===== config.mk =====
export PLATFORM = sky130hd
export DESIGN_NAME = hazard_unit
export DESIGN_NICKNAME = d
export VERILOG_FILES = /design/src/rtl/hazard_unit_pkg.sv /design/src/rtl/hazard_unit_md_busy_cnt.sv /design/src/rtl/hazard_unit.sv
export SDC_FILE = /design/constraint.sdc
export NUM_CORES = 1
export LEC_CHECK = 0
export ABC_AREA = 1
export BUFFER_PORTS_ARGS = -buffer_cell sky130_fd_sc_hd__buf_2
export CORE_ASPECT_RATIO = 1.5
export CORE_MARGIN = 1
export CORE_UTILIZATION = 51
export CTS_CLUSTER_SIZE = 8
export DETAILED_ROUTE_END_ITERATION = 12
export GPL_ROUTABILITY_DRIVEN = 0
export PLACE_DENSITY = 0.76
export SLEW_MARGIN = 10
export SYNTH_ARGS = -nofsm -noshare
export SYNTH_HDL_FRONTEND = slang
export SYNTH_SLANG_ARGS = --single-unit

===== constraint.sdc =====
create_clock -name clk -period 1.6 [get_ports clk]
set_clock_uncertainty 0.1 [all_clocks]
set_input_delay 0.32 -clock clk [delete_from_list [all_inputs] [get_ports clk]]
set_output_delay 0.32 -clock clk [all_outputs]
set_load 0.05 [all_outputs]

===== src/rtl/hazard_unit_pkg.sv =====
// Shared definitions for the hazard unit: forwarding-select encodings,
// the "operand unused" Tuse marker and the shadow pipeline entry.
package hazard_unit_pkg;

    // D-stage forwarding selects
    localparam logic [1:0] FWD_D_RF   = 2'b00;
    localparam logic [1:0] FWD_D_E    = 2'b01;
    localparam logic [1:0] FWD_D_M    = 2'b10;
    localparam logic [1:0] FWD_D_W    = 2'b11;

    // E-stage forwarding selects
    localparam logic [1:0] FWD_E_PIPE = 2'b00;
    localparam logic [1:0] FWD_E_M    = 2'b01;
    localparam logic [1:0] FWD_E_W    = 2'b10;

    // M-stage forwarding selects
    localparam logic       FWD_M_PIPE = 1'b0;
    localparam logic       FWD_M_W    = 1'b1;

    // Tuse value meaning the operand is never read
    localparam logic [3:0] TUSE_NONE  = 4'd5;

    // One instruction's worth of hazard bookkeeping in the shadow pipeline
    typedef struct packed {
        logic [4:0] a1;
        logic [4:0] a2;
        logic [4:0] a3;
        logic       wen;
        logic [3:0] tnew;
        logic       md;
        logic       div;
    } shadow_entry_t;

    // Count down towards zero without wrapping
    function automatic logic [3:0] sat_dec(input logic [3:0] v);
        return (v == 4'd0) ? 4'd0 : v - 4'd1;
    endfunction

    // Move an entry one stage down the pipe
    function automatic shadow_entry_t age(input shadow_entry_t e);
        shadow_entry_t r;
        r      = e;
        r.tnew = sat_dec(e.tnew);
        return r;
    endfunction

    // True when entry e will write register a (never $0)
    function automatic logic match(input shadow_entry_t e, input logic [4:0] a);
        return e.wen && (e.a3 == a) && (a != 5'd0);
    endfunction

endpackage


===== src/rtl/hazard_unit_md_busy_cnt.sv =====
// Multiply/divide occupancy counter: loaded when a mult/div leaves E,
// counts down to zero, and a new load always restarts the count.
module md_busy_cnt
    import hazard_unit_pkg::*;
#(
    parameter int unsigned MULT_LAT = 5,
    parameter int unsigned DIV_LAT  = 10,
    parameter int unsigned CNT_W    = 4
) (
    input  logic clk,
    input  logic reset,
    input  logic start,
    input  logic is_div,
    output logic busy
);

    logic [CNT_W-1:0] count;
    logic [CNT_W-1:0] load_val;

    assign load_val = is_div ? CNT_W'(DIV_LAT) : CNT_W'(MULT_LAT);
    assign busy     = (count != '0);

    // Load on a starting instruction, otherwise drain towards zero
    always_ff @(posedge clk) begin
        if (reset) begin
            count <= '0;
        end else if (start) begin
            count <= load_val;
        end else if (count != '0) begin
            count <= count - CNT_W'(1);
        end
    end

endmodule


===== src/rtl/hazard_unit.sv =====
// Hazard detection and forwarding control for a 5-stage MIPS pipeline.
// A shadow copy of E/M/W tracks destinations and Tnew so stalls and
// forwarding selects can be derived from D-stage Tuse information.
module hazard_unit
    import hazard_unit_pkg::*;
#(
    parameter int unsigned MULT_LAT = 5,
    parameter int unsigned DIV_LAT  = 10,
    parameter int unsigned CNT_W    = 4
) (
    input  logic       clk,
    input  logic       reset,
    input  logic [4:0] d_a1,
    input  logic [4:0] d_a2,
    input  logic       d_a1use,
    input  logic       d_a2use,
    input  logic [3:0] d_rs_tuse,
    input  logic [3:0] d_rt_tuse,
    input  logic [4:0] d_a3,
    input  logic       d_reg_write,
    input  logic [3:0] d_tnew,
    input  logic       d_md_start,
    input  logic       d_md_div,
    input  logic       d_md_use,
    output logic       stall,
    output logic [1:0] fwd_d_rs,
    output logic [1:0] fwd_d_rt,
    output logic [1:0] fwd_e_rs,
    output logic [1:0] fwd_e_rt,
    output logic       fwd_m_rt,
    output logic       md_busy
);

    shadow_entry_t e_q, m_q, w_q;
    shadow_entry_t d_entry;
    logic          rs_stall, rt_stall, md_stall;

    // D-stage instruction as it would look once it sits in E
    always_comb begin
        d_entry      = '0;
        d_entry.a1   = d_a1;
        d_entry.a2   = d_a2;
        d_entry.a3   = d_a3;
        d_entry.wen  = d_reg_write && (d_a3 != 5'd0);
        d_entry.tnew = sat_dec(d_tnew);
        d_entry.md   = d_md_start;
        d_entry.div  = d_md_div;
    end

    // Shadow pipeline: a stall bubbles E while M and W keep draining
    always_ff @(posedge clk) begin
        if (reset) begin
            e_q <= '0;
            m_q <= '0;
            w_q <= '0;
        end else begin
            e_q <= stall ? shadow_entry_t'('0) : d_entry;
            m_q <= age(e_q);
            w_q <= age(m_q);
        end
    end

    // Data stalls: a producer in E or M will not be ready by the reader's Tuse
    always_comb begin
        rs_stall = d_a1use &&
                   ((match(e_q, d_a1) && (e_q.tnew > d_rs_tuse)) ||
                    (match(m_q, d_a1) && (m_q.tnew > d_rs_tuse)));
        rt_stall = d_a2use &&
                   ((match(e_q, d_a2) && (e_q.tnew > d_rt_tuse)) ||
                    (match(m_q, d_a2) && (m_q.tnew > d_rt_tuse)));
        md_stall = d_md_use && (md_busy || e_q.md);
        stall    = rs_stall || rt_stall || md_stall;
    end

    // Newest matching producer wins; one that is not ready yet hides older ones
    function automatic logic [1:0] fwd_d_sel(input shadow_entry_t e,
                                             input shadow_entry_t m,
                                             input shadow_entry_t w,
                                             input logic [4:0]    a);
        if (match(e, a))      return (e.tnew == 4'd0) ? FWD_D_E : FWD_D_RF;
        else if (match(m, a)) return (m.tnew == 4'd0) ? FWD_D_M : FWD_D_RF;
        else if (match(w, a)) return FWD_D_W;
        else                  return FWD_D_RF;
    endfunction

    // Forwarding selects for the D, E and M stage operand muxes
    always_comb begin
        fwd_d_rs = fwd_d_sel(e_q, m_q, w_q, d_a1);
        fwd_d_rt = fwd_d_sel(e_q, m_q, w_q, d_a2);

        if (match(m_q, e_q.a1) && (m_q.tnew == 4'd0)) fwd_e_rs = FWD_E_M;
        else if (match(w_q, e_q.a1))                  fwd_e_rs = FWD_E_W;
        else                                          fwd_e_rs = FWD_E_PIPE;

        if (match(m_q, e_q.a2) && (m_q.tnew == 4'd0)) fwd_e_rt = FWD_E_M;
        else if (match(w_q, e_q.a2))                  fwd_e_rt = FWD_E_W;
        else                                          fwd_e_rt = FWD_E_PIPE;

        fwd_m_rt = match(w_q, m_q.a2) ? FWD_M_W : FWD_M_PIPE;
    end

    // Fields the shadow pipe carries for completeness but nothing consumes
    logic shadow_unused;
    assign shadow_unused = ^{m_q.a1, m_q.md, m_q.div,
                             w_q.a1, w_q.a2, w_q.tnew, w_q.md, w_q.div};

    md_busy_cnt #(
        .MULT_LAT (MULT_LAT),
        .DIV_LAT  (DIV_LAT),
        .CNT_W    (CNT_W)
    ) u_md_busy_cnt (
        .clk    (clk),
        .reset  (reset),
        .start  (e_q.md),
        .is_div (e_q.div),
        .busy   (md_busy)
    );

endmodule


# After elaboration in Yosys (flattened, before gate mapping)

Index checks and enable logic that the tools add are counted.

Bits in registers: 47
Logic and storage cells: 99

Add/sub/neg operators: 3
Order comparisons: 4
Eq/ne operators: 11
Multiplexer cells: 16
Reductions and logical operators: 51

Operator list:

| cell                | count |
|---|---|
| $eq 5x5->1          | 11 |
| $logic_and 1x1->1   | 32 |
| $reduce_bool 5->1   | 6 |
| $mux 2              | 11 |
| $gt 4x4->1          | 4 |
| $logic_not 4->1     | 3 |
| $mux 4              | 3 |
| $sub 4x1->4 const B | 3 |
| $logic_or 1x1->1    | 5 |
| $reduce_bool 4->1   | 1 |
| $reduce_or 2->1     | 2 |
| $reduce_or 3->1     | 1 |
| $mux 1              | 2 |
| $reduce_bool 2->1   | 1 |

# Longest topological paths before layout

Gate-level depths: netlist (run 1).

Depth in word-level cells: 9
Depth in mapped cells: 13

# By module

Synthesis (run 1) repeated with hierarchy kept, for this count alone.

Cell total of the unflattened synthesis: 422
Area, all modules: 2,936.6 sq um

By module, submodules not included:

| module      | instances | cells each | area each (sq um) | seq. area each (sq um) |
|---|---|---|---|---|
| hazard_unit | 1         | 382        | 2,687.6           | 860.8 |
| md_busy_cnt | 1         | 40         | 249.0             | 80.1 |

# Worst setup path before layout (run 1)

OpenSTA, ideal clock, no wires.

Kind: register to output
Start: register m_q[3] (netlist bit)
End: output fwd_e_rt[1]
Arrival time: 3.130 ns
Slack: -1.950 ns
Cell stages (with the launch flop): 5
Cells stage by stage: dfxtp_1 nor4_1 o2111ai_1 nor4_1 nor2_1

Word-level cells in the longest chain between the ends: 3

RTL lines:

| what                   | RTL line          | RTL |
|---|---|---|
| from (decl)            | hazard_unit.sv:34 | `shadow_entry_t e_q, m_q, w_q;` |
| from (signal assigned) | hazard_unit.sv:58 | `m_q <= age(e_q);` |
| $logic_not 4->1        | hazard_unit.sv:95 | `if (match(m_q, e_q.a2) && (m_q.tnew == 4'd0)) fwd_e_rt = FWD_E_M;` |
| $logic_and 1x1->1      | hazard_unit.sv:95 |  |
| $mux 2                 | hazard_unit.sv:95 |  |
| to (decl)              | hazard_unit.sv:29 | `output logic [1:0] fwd_e_rt,` |

No other way between the ends.

# Final worst setup path (run 1)

Start: register e_q[3] (netlist bit)
End: output stall

Word-level cells in the longest chain between the ends: 6
Elaborated cells between the ends (all ways): 10
Classes of those cells: order compare: 2; reduce/logical: 8

RTL lines:

| what                                        | RTL line                             | RTL |
|---|---|---|
| from (decl)                                 | hazard_unit.sv:34                    |  |
| from (signal assigned)                      | hazard_unit.sv:57                    | `e_q <= stall ? shadow_entry_t'('0) : d_entry;` |
| $gt 4x4->1, on equally long branches        | hazard_unit.sv:66, hazard_unit.sv:69 |  |
| $logic_and 1x1->1, on equally long branches | hazard_unit.sv:66, hazard_unit.sv:69 |  |
| $logic_or 1x1->1, on equally long branches  | hazard_unit.sv:66, hazard_unit.sv:69 |  |
| $logic_and 1x1->1, on equally long branches | hazard_unit.sv:65, hazard_unit.sv:68 |  |
| $logic_or 1x1->1 * (2 in series)            | hazard_unit.sv:72                    | `stall = rs_stall \|\| rt_stall \|\| md_stall;` |
| to (decl)                                   | hazard_unit.sv:25                    | `output logic stall,` |

Every way passes the cells marked *; elsewhere a longest branch is shown, timed or not.

==> key figures, run 1 <==
CTS
  – Worst-Skew Late Latency: just over 0.3 ns
  – H-tree levels: 2
  – Hold Buf Count CTS: 0
  – Total CTS buffers: 5
  – Clock root buffer: clkbuf_8
  – CTS tree: yes
  – Sinks on Clock Net: 47
  – Clock Path Buffers: 2
  – Worst-path clk slew: 0.09 ns

Critical path
  – Most frequent CP cell: nand2_1
  – Worst R2R Start: e_q[4]$_SDFF_PP0_
  – FF-to-FF End: e_q[13]$_SDFF_PP0_
  – Max incr delay on CP: between 0.3 and 0.4 ns
  – Crit-path cells: ha_4 -> inv_2 -> o21bai_1 -> nand2_1 -> a21oi_2 -> nand2_1 -> nand2_2 -> a21oi_4 -> nand2_4 -> buf_8
  – WS Path Type: reg -> out
  – Worst R2R Path Depth: 13
  – Slowest CP cell: dfxtp_4
  – R2R setup slack: -0.51 ns
  – Worst Path Required: 1.18 ns
  – Max FO, Critical Path: 3
  – Setup crit start: e_q[3]$_SDFF_PP0_
  – Crit start category: flop
  – CP Data Arrival Time: roughly 1.8 ns
  – Critical Path Sink Type: primary output

Worst hold path
  – Hold Crit Class: in -> reg
  – Hold Path Depth: 2
  – Hold_sp: d_tnew[0]
  – Hold endpoint: e_q[2]$_SDFF_PP0_

Layout
  – Post-Route Utilization: 82.9%
  – Area grow syn2layout: 57.9%
  – Sequential Area: 982 um^2
  – Diodes inserted: 0
  – Post-route cell area: 4520 um^2
  – # fillers: 328
  – Multi-input gate area: 2000 um^2
  – Final nets: 605
  – Layout cell share with drive strength beyond 1: 48.3%

Synthesis
  – Sequential fraction of the synthesis area: 32.9%
  – Largest area contributor in the netlist: dfxtp_1
  – Largest cells by area after synthesis: dfxtp_1, nand2_1, nor2_1
  – Ys flop type: dfxtp_1
  – Commonest cells post-synth: nand2_1, nor2_1, inv_1
  – Yosys Warn Count: 0
  – Most frequent cell after synthesis: nand2_1
  – Ys async rst share: 0%
  – Syn avg cell area: 6.98 um^2
  – Synth top area share: between 30 and 40%
  – Syn Nets: approximately 470
  – Number of synthesized flops with an enable pin: 0
  – Syn Std Cell Area: about 2900 um^2
  – Number of synthesized register bits: 47
  – Mapped Cells: 410
  – Library cells used by synthesis: 34

STA
  – Slew @ Worst Pin: 0.399 ns
  – Final Max Tran Viols: 0
  – Slew margin rel.: 73.2%
  – Crit path time final: around 2.3 ns
  – Hold Vio Cnt, Final: 0
  – Fmax: 0.442 GHz
  – RSZ-0062 raised after global routing: true
  – Final period utilization: 141%
  – Endpoints failing setup: 32
  – Setup slack after layout: -0.663 ns

Pwr
  – Pleak: 2.12 nW
  – PD cells: 973 nW/um^2
  – Worst VDD drop: ~1.4 mV
  – Gate power share: 48.8%
  – Seq pwr share: 35.0%
  – Sw frac: slightly below 40%
  – Pint: roughly 2.7 mW
  – Clock share of power: 16.2%
  – Switching power: approximately 1.7 mW

Run
  – Max-cap violations: 0

Run status
  – Failing checks: negative setup slack
  – Status: complete, but fails checks

Floorplanning
  – DIE AREA: 5920 um^2
  – Die Ht: 93.7 um
  – Die X: about 63 um
  – Core Footprint: 5450 um^2
  – Boundary Pins: 46
  – Initial Util: a little over half
  – Cell Rows: 33

Detailed routing
  – Avg Vias per Cell: 5.42
  – Drt pass-1 iters: 5
  – Vias: 3367
  – Drt initial violations: 221
  – Drt wl/cell: approximately 16 um
  – Routed Antenna Nets: 0
  – Final wirelength: between 9000 and 10000 um
  – DRC Markers: 0

Global routing
  – Initial antenna violation count: 0
  – GRT Residual Overflow: 0
  – First-pass GRT wire length: 14800 um
  – GR Util All Layers: between 30% and 40%
  – Vias in the first global route: 3313
  – Largest net degree at the start of global routing: 19

Placed design
  – DP Wirelength: 6660 um
  – Placed cell area: ~4000 um^2
  – Port buffer count: 45
## metal layers
layer,part of all wire [%],vias to the layer above,track usage (%)
met4,5.7,0,21.5
met3,5.5,61,4.25
met2,52,155,59.1
li1,-,1597,-
met5,0,-,0
met1,37,1554,33.9
## per-stage QoR
stage	instances	setup TNS (ns)	power (mW)	worst slack, ns	hold WS (ns)
after CTS	619	-13.15	4.23	-0.650	0.0834
after global routing	621	-19.04	4.63	-0.734	0.0921
after floorplan	410	-2.32	2.66	-0.616	0.285
after global placement	603	-11.66	3.30	-0.462	0.378
after detailed placement	603	-13.99	3.38	-0.547	0.378
final	621	-15.86	4.39	-0.663	0.0871
## final cells by class
class,instances,share of cell area [%]
Multi-Input combinational cell,286,44.4
Inverter,72,6.23
Tap cell,70,1.94
Clock inverter,2,0.277
Clock buffer,6,1.61
Timing Repair Buffer,138,23.8
Sequential cell,47,21.8
## sequential cells by signal, summed over array words and instances, names as in the netlist
register,count
e_q,22
m_q,15
u_md_busy_cnt.count,4
w_q,6
## layout by cell type, fill, tap and decap left out, drive strengths merged, types with 10 or more instances in the layout
cell type,Yosys,final
dfxtp,47,47
nor2,80,80
o21ai,14,14
inv,72,71
nand4,10,10
ha,20,20
nand2,83,83
xnor2,13,13
a21oi,15,15
buf,2,138
## kinds of logic (layout without fill, tap and decap cells)
kind of cell    count (synthesis)  after routing  share of synthesized area [%]
xor+xnor                       20             20                           6.12
simple gates                  196            196                           30.0
flops                          47             47                           32.9
compound gates                 50             50                           11.3
buf+inv                        77            218                           10.9
fa+ha+maj                      20             20                           8.75
## critical path: cells and delay by family (launching register included)
family / cells / cell delay, ns
compound gates: 3 / 0.37
fa+ha+maj: 1 / 0.27
buf+inv: 2 / 0.17
flops: 1 / 0.38
simple gates: 4 / 0.34
## how the worst max path moves through the flow
stage	cells after the start	to
after global routing	10	stall
after CTS	10	stall
after detailed placement	12	stall
after global placement	11	stall
final	10	stall
after floorplan	4	fwd_e_rt[1]
## power groups by stage
stage / sequential [mW] / clock [mW] / combinational [mW]
6_report: 1.54 / 0.711 / 2.14
3_5_place_dp: 1.55 / 0 / 1.83
4_1_cts: 1.52 / 0.700 / 2.00
3_3_place_gp: 1.54 / 0 / 1.76
2_1_floorplan: 1.51 / 0 / 1.15
5_1_grt: 1.56 / 0.770 / 2.31
## timing repair
| action | CTS | global route |
|---|---|---|
| resized for setup | 65 | 23 |
| pin swaps | 25 | 15 |
| cloned | 1 | 0 |
| buffers inserted | 8 | 2 |
| setup endpoints to repair | 34 | 35 |
No activity file was read; power rests on OpenSTA's default activity.
==> run 2, diff against run 1 <==
==> constraint.sdc (replaced) <==
create_clock -name clk -period 1.6 [get_ports clk]
set_clock_uncertainty 0.1 [all_clocks]
set_input_delay 0.32 -clock clk [delete_from_list [all_inputs] [get_ports clk]]
set_output_delay 0.32 -clock clk [all_outputs]
set_load 0.01 [all_outputs]
==> run 2 against run 1 <==
The flow still finishes with violations (negative setup slack). Register-to-register slack got worse by 0.07 ns. Final cell count decreased by 2.4%. Sequential share of layout area increased by 1.5 points. Largest power group unchanged.
==> key figures, run 2 (synthesis results as in run 1) <==
Run status
  – Status: complete, but fails checks
  – Failing checks: negative setup slack

Global routing
  – Vias in the first global route: 3255 (-1.8%)
  – First-pass GRT wire length: 14300 um (-3.4%)
  – Largest net degree at the start of global routing: 18 (-1)
  – GR Util All Layers: 31.1% (-1.2 points)
  – Initial antenna violation count: 0 (unchanged)
  – GRT Residual Overflow: 0 (unchanged)

CTS
  – Hold Buf Count CTS: 0 (unchanged)
  – CTS tree: yes
  – Clock Path Buffers: 2 (unchanged)
  – Total CTS buffers: 5 (unchanged)
  – Worst-path clk slew: 0.09 ns (about the same)
  – H-tree levels: 2 (unchanged)
  – Clock root buffer: clkbuf_8
  – Sinks on Clock Net: 47 (unchanged)
  – Worst-Skew Late Latency: 0.30 ns (about the same)

Floorplanning
  – Die Ht: 93.7 um (unchanged)
  – Initial Util: 52.5% (unchanged)
  – Cell Rows: 33 (unchanged)
  – Core Footprint: 5450 um^2 (unchanged)
  – DIE AREA: 5920 um^2 (unchanged)
  – Boundary Pins: 46 (unchanged)
  – Die X: 63.1 um (unchanged)

Placed design
  – DP Wirelength: 6360 um (-4.6%)
  – Port buffer count: 45 (unchanged)
  – Placed cell count: 586 (-2.8%)

Detailed routing
  – Drt wl/cell: 15.6 um (-1.8%)
  – DRC Markers: 0 (unchanged)
  – Routed Antenna Nets: 0 (unchanged)
  – Drt pass-1 iters: 5 (unchanged)
  – Avg Vias per Cell: 5.41 (-0.17%)
  – Vias: 3280 (-2.6%)
  – Final wirelength: 9470 um (-4.2%)
  – Drt initial violations: 314 (+42%)

Critical path
  – Max FO, Critical Path: 3 (unchanged)
  – Worst Path Required: 1.18 ns (about the same)
  – Crit start category: flop
  – Crit-path cells: ha_1 -> nand2_2 -> o21bai_1 -> a21oi_1 -> nand2_1 -> nand2_2 -> nand2_4 -> nand2_2 -> buf_6
  – WS Path Type: reg -> out
  – Max incr delay on CP: 0.37 ns (about the same)
  – Slowest CP cell: dfxtp_2
  – Critical Path Sink Type: primary output
  – Most frequent CP cell: nand2_2
  – CP Data Arrival Time: 1.80 ns (-0.04 ns)

STA
  – Slew margin rel.: 78.7% (+5.5 points)
  – Endpoints failing setup: 32 (unchanged)
  – Crit path time final: 2.22 ns (-0.0432 ns)
  – Hold Vio Cnt, Final: 0 (unchanged)
  – Final Max Tran Viols: 0 (unchanged)
  – Final period utilization: 139% (-2.7 points)
  – RSZ-0062 raised after global routing: true
  – Slew @ Worst Pin: 0.312 ns (-0.0869 ns)
  – Setup slack after layout: -0.620 ns (+0.0432 ns)
  – Setup TNS: -16.29 ns (-0.436 ns)
  – Fmax: 0.451 GHz (+1.9%)

Layout
  – # fillers: 376 (+15%)
  – Diodes inserted: 0 (unchanged)
  – Area grow syn2layout: 49.9%
  – Commonest cells after routing, fill and taps aside: nand2_1, buf_4, nor2_1, inv_1, buf_2
  – Multi-input gate area: 1910 um^2 (-4.7%)
  – Layout Cells excl Fill: 606 (-2.4%)
  – Layout cell share with drive strength beyond 1: 45.9% (-2.4 points)
  – Max reg flops: 22 (unchanged)
  – Final nets: 590 (-2.5%)
  – Biggest regs: e_q (22), m_q (15), w_q (6)
  – Biggest register: e_q
  – Sequential Area: 997 um^2 (+1.5%)
  – Commonest non-fill, non-tap cell in the layout: nand2_1

Pwr
  – Pleak: 2.04 nW (-3.9%)
  – PD cells: 1020 nW/um^2 (+4.8%)
  – Worst VDD drop: 1.22 mV (-10%)

Run
  – Max-cap violations: 0 (unchanged)

Worst hold path
  – Hold Crit Class: in -> reg
-- run 2: cell count changes in the layout (fill, tap and decap cells not counted), sizes merged --
cell      previous run  this run
buf                138       123
bufinv               0         1
clkbuf               6         5
clkinv               1         2
clkinvlp             2         0
inv                 71        72
-- run 2: cell type report --
type | count | area share [%]
Clock buffer | 5 | 1.60
Clock inverter | 3 | 1.02
Inverter | 72 | 6.42
Multi-Input combinational cell | 286 | 44.5
Sequential cell | 47 | 23.3
Tap cell | 70 | 2.04
Timing Repair Buffer | 123 | 21.1
-- run 2: report_power, final --
group	switching, mW	internal [mW]
sequential	0.193	1.36
combinational	0.955	0.978
clock	0.424	0.466
-- run 2: layer usage --
metal  share of wire [%]  vias to the layer above  track usage [%]  routed length [um]
li1                    -                     1566                -                   -
met1                  35                     1538             28.4                3280
met2                  56                      133             64.2                5290
met3                 5.4                       43             4.25                 510
met4                 4.1                        0             15.7                 386
met5                   0                        -                0                   0
-- run 2: timing repair --
action,4_1_cts,5_1_grt
setup endpoints to repair,33,33
gates cloned,1,0
pin swaps,16,16
gates resized for setup,76,32
setup buffers,8,4
-- run 2: worst max-delay path, delay by kind of cell, from the launching register on --
family	cells	cell delay [ns]
and+or+nand+nor	5	0.40
DFF	1	0.37
AOI/OAI and AO/OA	2	0.31
buffers and inverters	1	0.10
adders and majority gates	1	0.32
-- run 2: final timing paths --
| path | slack [ns] | end | cells after the start | start |
|---|---|---|---|---|
| hold reg to reg | 0.38 | m_q[6]$_SDFF_PP0_ | 2 | e_q[6]$_SDFF_PP0_ |
| hold / removal | 0.11 | e_q[2]$_SDFF_PP0_ | 2 | d_tnew[0] |
| setup reg to reg | -0.58 | e_q[14]$_SDFF_PP0_ | 15 | e_q[3]$_SDFF_PP0_ |
| setup / recovery | -0.62 | stall | 9 | m_q[4]$_SDFF_PP0_ |
-- run 2: per-stage QoR --
stage | cell area [um^2] | hold slack, ns | setup slack, ns | total power, mW | utilization (%)
floorplan | 2940 | 0.292 | -0.0801 | 2.36 | -
global placement | 3730 | 0.319 | -0.292 | 2.97 | 68.4
detailed placement | 3730 | 0.326 | -0.331 | 3.03 | 68.4
CTS | 4140 | 0.0907 | -0.499 | 4.12 | 75.9
global route | 4290 | 0.115 | -0.711 | 4.58 | 78.7
finish | 4290 | 0.111 | -0.620 | 4.37 | 78.7
==> run 3, diff against run 2 <==
Settings changed: SETUP_SLACK_MARGIN set to 0.02.
==> run 3 against run 2 <==
The flow still finishes with violations (negative setup slack). Final area is 0.55% lower. Critical path type unchanged. First-iteration DRC count is 37% lower. Critical endpoint is now fwd_d_rs[1]. Combinational power is 4% lower. Largest power group unchanged. Non-clock buffer count is 1 lower. Flip-flop and latch count stayed put.
==> key figures, run 3 (synthesis results as in run 1) <==
Run status
  – Status: complete, but fails checks
  – Failing checks: negative setup slack

Pwr
  – Pleak: 2.03 nW (-0.68%)
  – Worst VDD drop: 0.766 mV (-37%)
  – PD cells: 976 nW/um^2 (-4.2%)

Critical path
  – Crit start category: flop
  – Setup crit start: m_q[8]$_SDFF_PP0_
  – CP Data Arrival Time: 1.80 ns (about the same)
  – Worst R2R Start: m_q[3]$_SDFF_PP0_
  – Worst Path Required: 1.18 ns (about the same)
  – WS Path Type: reg -> out
  – Max FO, Critical Path: 6 (+3)
  – Critical Path Sink Type: primary output
  – R2R setup slack: -0.40 ns (+0.18 ns)

STA
  – Endpoints failing setup: 32 (unchanged)
  – Final period utilization: 139% (about the same)
  – Hold Vio Cnt, Final: 0 (unchanged)
  – Crit path time final: 2.22 ns (-0.00158 ns)
  – RSZ-0062 raised after global routing: true
  – Fmax: 0.451 GHz (about the same)
  – Slew margin rel.: 77.0% (-1.7 points)
  – Fin Hold WS: 0.0771 ns (-0.0341 ns)
  – Final Max Tran Viols: 0 (unchanged)
  – Slew @ Worst Pin: 0.337 ns (+0.0251 ns)
  – Setup slack after layout: -0.618 ns (+0.00158 ns)

Global routing
  – Initial antenna violation count: 0 (unchanged)
  – Vias in the first global route: 3215 (-1.2%)
  – GR Util All Layers: 32.4% (+1.3 points)
  – First-pass GRT wire length: 14700 um (+3.1%)
  – GRT Residual Overflow: 0 (unchanged)
  – Largest net degree at the start of global routing: 18 (unchanged)

Layout
  – Commonest non-fill, non-tap cell in the layout: nand2_1
  – Area grow syn2layout: 49.1%
  – Max reg flops: 22 (unchanged)
  – Biggest register: e_q
  – Final nets: 589 (-0.17%)
  – Biggest regs: e_q (22), m_q (15), w_q (6)
  – Commonest cells after routing, fill and taps aside: nand2_1, buf_4, nor2_1, inv_1, buf_2
  – Layout cell share with drive strength beyond 1: 43.0% (-2.9 points)
  – Layout Cells excl Fill: 605 (-0.17%)
  – Post-Route Utilization: 78.2% (-0.44 points)
  – Diodes inserted: 0 (unchanged)

Detailed routing
  – Final wirelength: 9490 um (+0.30%)
  – Routed Antenna Nets: 0 (unchanged)
  – DRC Markers: 0 (unchanged)
  – Drt pass-1 iters: 5 (unchanged)
  – Avg Vias per Cell: 5.43 (+0.41%)
  – Drt wl/cell: 15.7 um (+0.46%)
  – Vias: 3288 (+0.24%)
  – Drt initial violations: 197 (-37%)

CTS
  – Sinks on Clock Net: 47 (unchanged)
  – Total CTS buffers: 5 (unchanged)
  – Worst-path clk slew: 0.09 ns (about the same)
  – CTS tree: yes
  – Clock root buffer: clkbuf_8
  – Worst-Skew Late Latency: 0.31 ns (about the same)
  – Clock Path Buffers: 2 (unchanged)
  – Hold Buf Count CTS: 0 (unchanged)
  – H-tree levels: 2 (unchanged)

Placed design
  – Placed cell count: 586 (unchanged)
  – Port buffer count: 45 (unchanged)
  – DP Wirelength: 6380 um (+0.34%)
  – Pre-CTS setup slack: -0.452 ns (-0.121 ns)

Worst hold path
  – Hold_sp: d_tnew[0]
  – Hold Crit Class: in -> reg

Floorplanning
  – Die Ht: 93.7 um (unchanged)
  – Cell Rows: 33 (unchanged)
  – Core Footprint: 5450 um^2 (unchanged)
  – DIE AREA: 5920 um^2 (unchanged)
  – Die X: 63.1 um (unchanged)
  – Boundary Pins: 46 (unchanged)
  – Initial Util: 52.5% (unchanged)

Run
  – Max-cap violations: 0 (unchanged)
run 3: changes by cell type in the layout (fill, tap and decap cells not counted), sizes merged:
cell and delta:
clkbuf +1, clkinvlp +1, buf -1, bufinv -1, clkinv -1
run 3: timing repair:
| action | 4_1_cts | 5_1_grt |
|---|---|---|
| pin swaps | 20 | 21 |
| gates cloned | 1 | 0 |
| gates resized for setup | 60 | 23 |
| endpoints found under the setup margin | 32 | 33 |
| setup buffers | 10 | 4 |
run 3: per-layer routing:
metal  share of wire (%)  wire length [um]  GRT usage, %  vias to the layer above
met1                  37              3470          33.4                     1504
li1                    -                 -             -                     1561
met2                  51              4870          60.6                      165
met4                 6.0               571          17.6                        0
met5                   0                 0             0                        -
met3                 6.2               589          6.19                       58
run 3: report_power, final:
group / switching, mW / leakage, nW / total [mW] / internal [mW]
registers: 0.178 / 0.395 / 1.53 / 1.35
logic: 0.914 / 1.58 / 1.85 / 0.935
clock network: 0.430 / 0.0474 / 0.783 / 0.353
run 3: worst max-delay path, cell delays in order (launching register included):
cell and delay (ns):
dfxtp_1 0.41, inv_2 0.11, nand2_1 0.08, nand2_1 0.07, nor2_1 0.14, nand2_1 0.10
nor2_2 0.17, nor2_1 0.06, nand2_1 0.10, nand2_1 0.09, buf_2 0.15
run 3: through the flow:
step / cell area (um^2) / power (mW) / setup TNS [ns]
after floorplan: 2950 / 2.36 / -0.655
after detailed placement: 3740 / 3.00 / -10.12
after CTS: 4190 / 4.03 / -11.91
after global routing: 4260 / 4.41 / -15.23
after global placement: 3740 / 2.93 / -8.17
final: 4260 / 4.16 / -12.81
run 3: cell type report:
type	instances	area, um^2
timing repair buffer	122	910
fill	347	1190
inverter	72	273
clock buffer	6	82.6
sequential	47	978
clock inverter	2	16.3
tap	70	87.6
multi-input combinational	286	1920
run 3: worst paths after layout:
kind / endpoint / cells past startpoint
worst max-delay path: fwd_d_rs[1] / 10
worst min-delay path: e_q[2]$_SDFF_PP0_ / 2
worst max register to register: e_q[7]$_SDFF_PP0_ / 13
worst min register to register: m_q[6]$_SDFF_PP0_ / 2
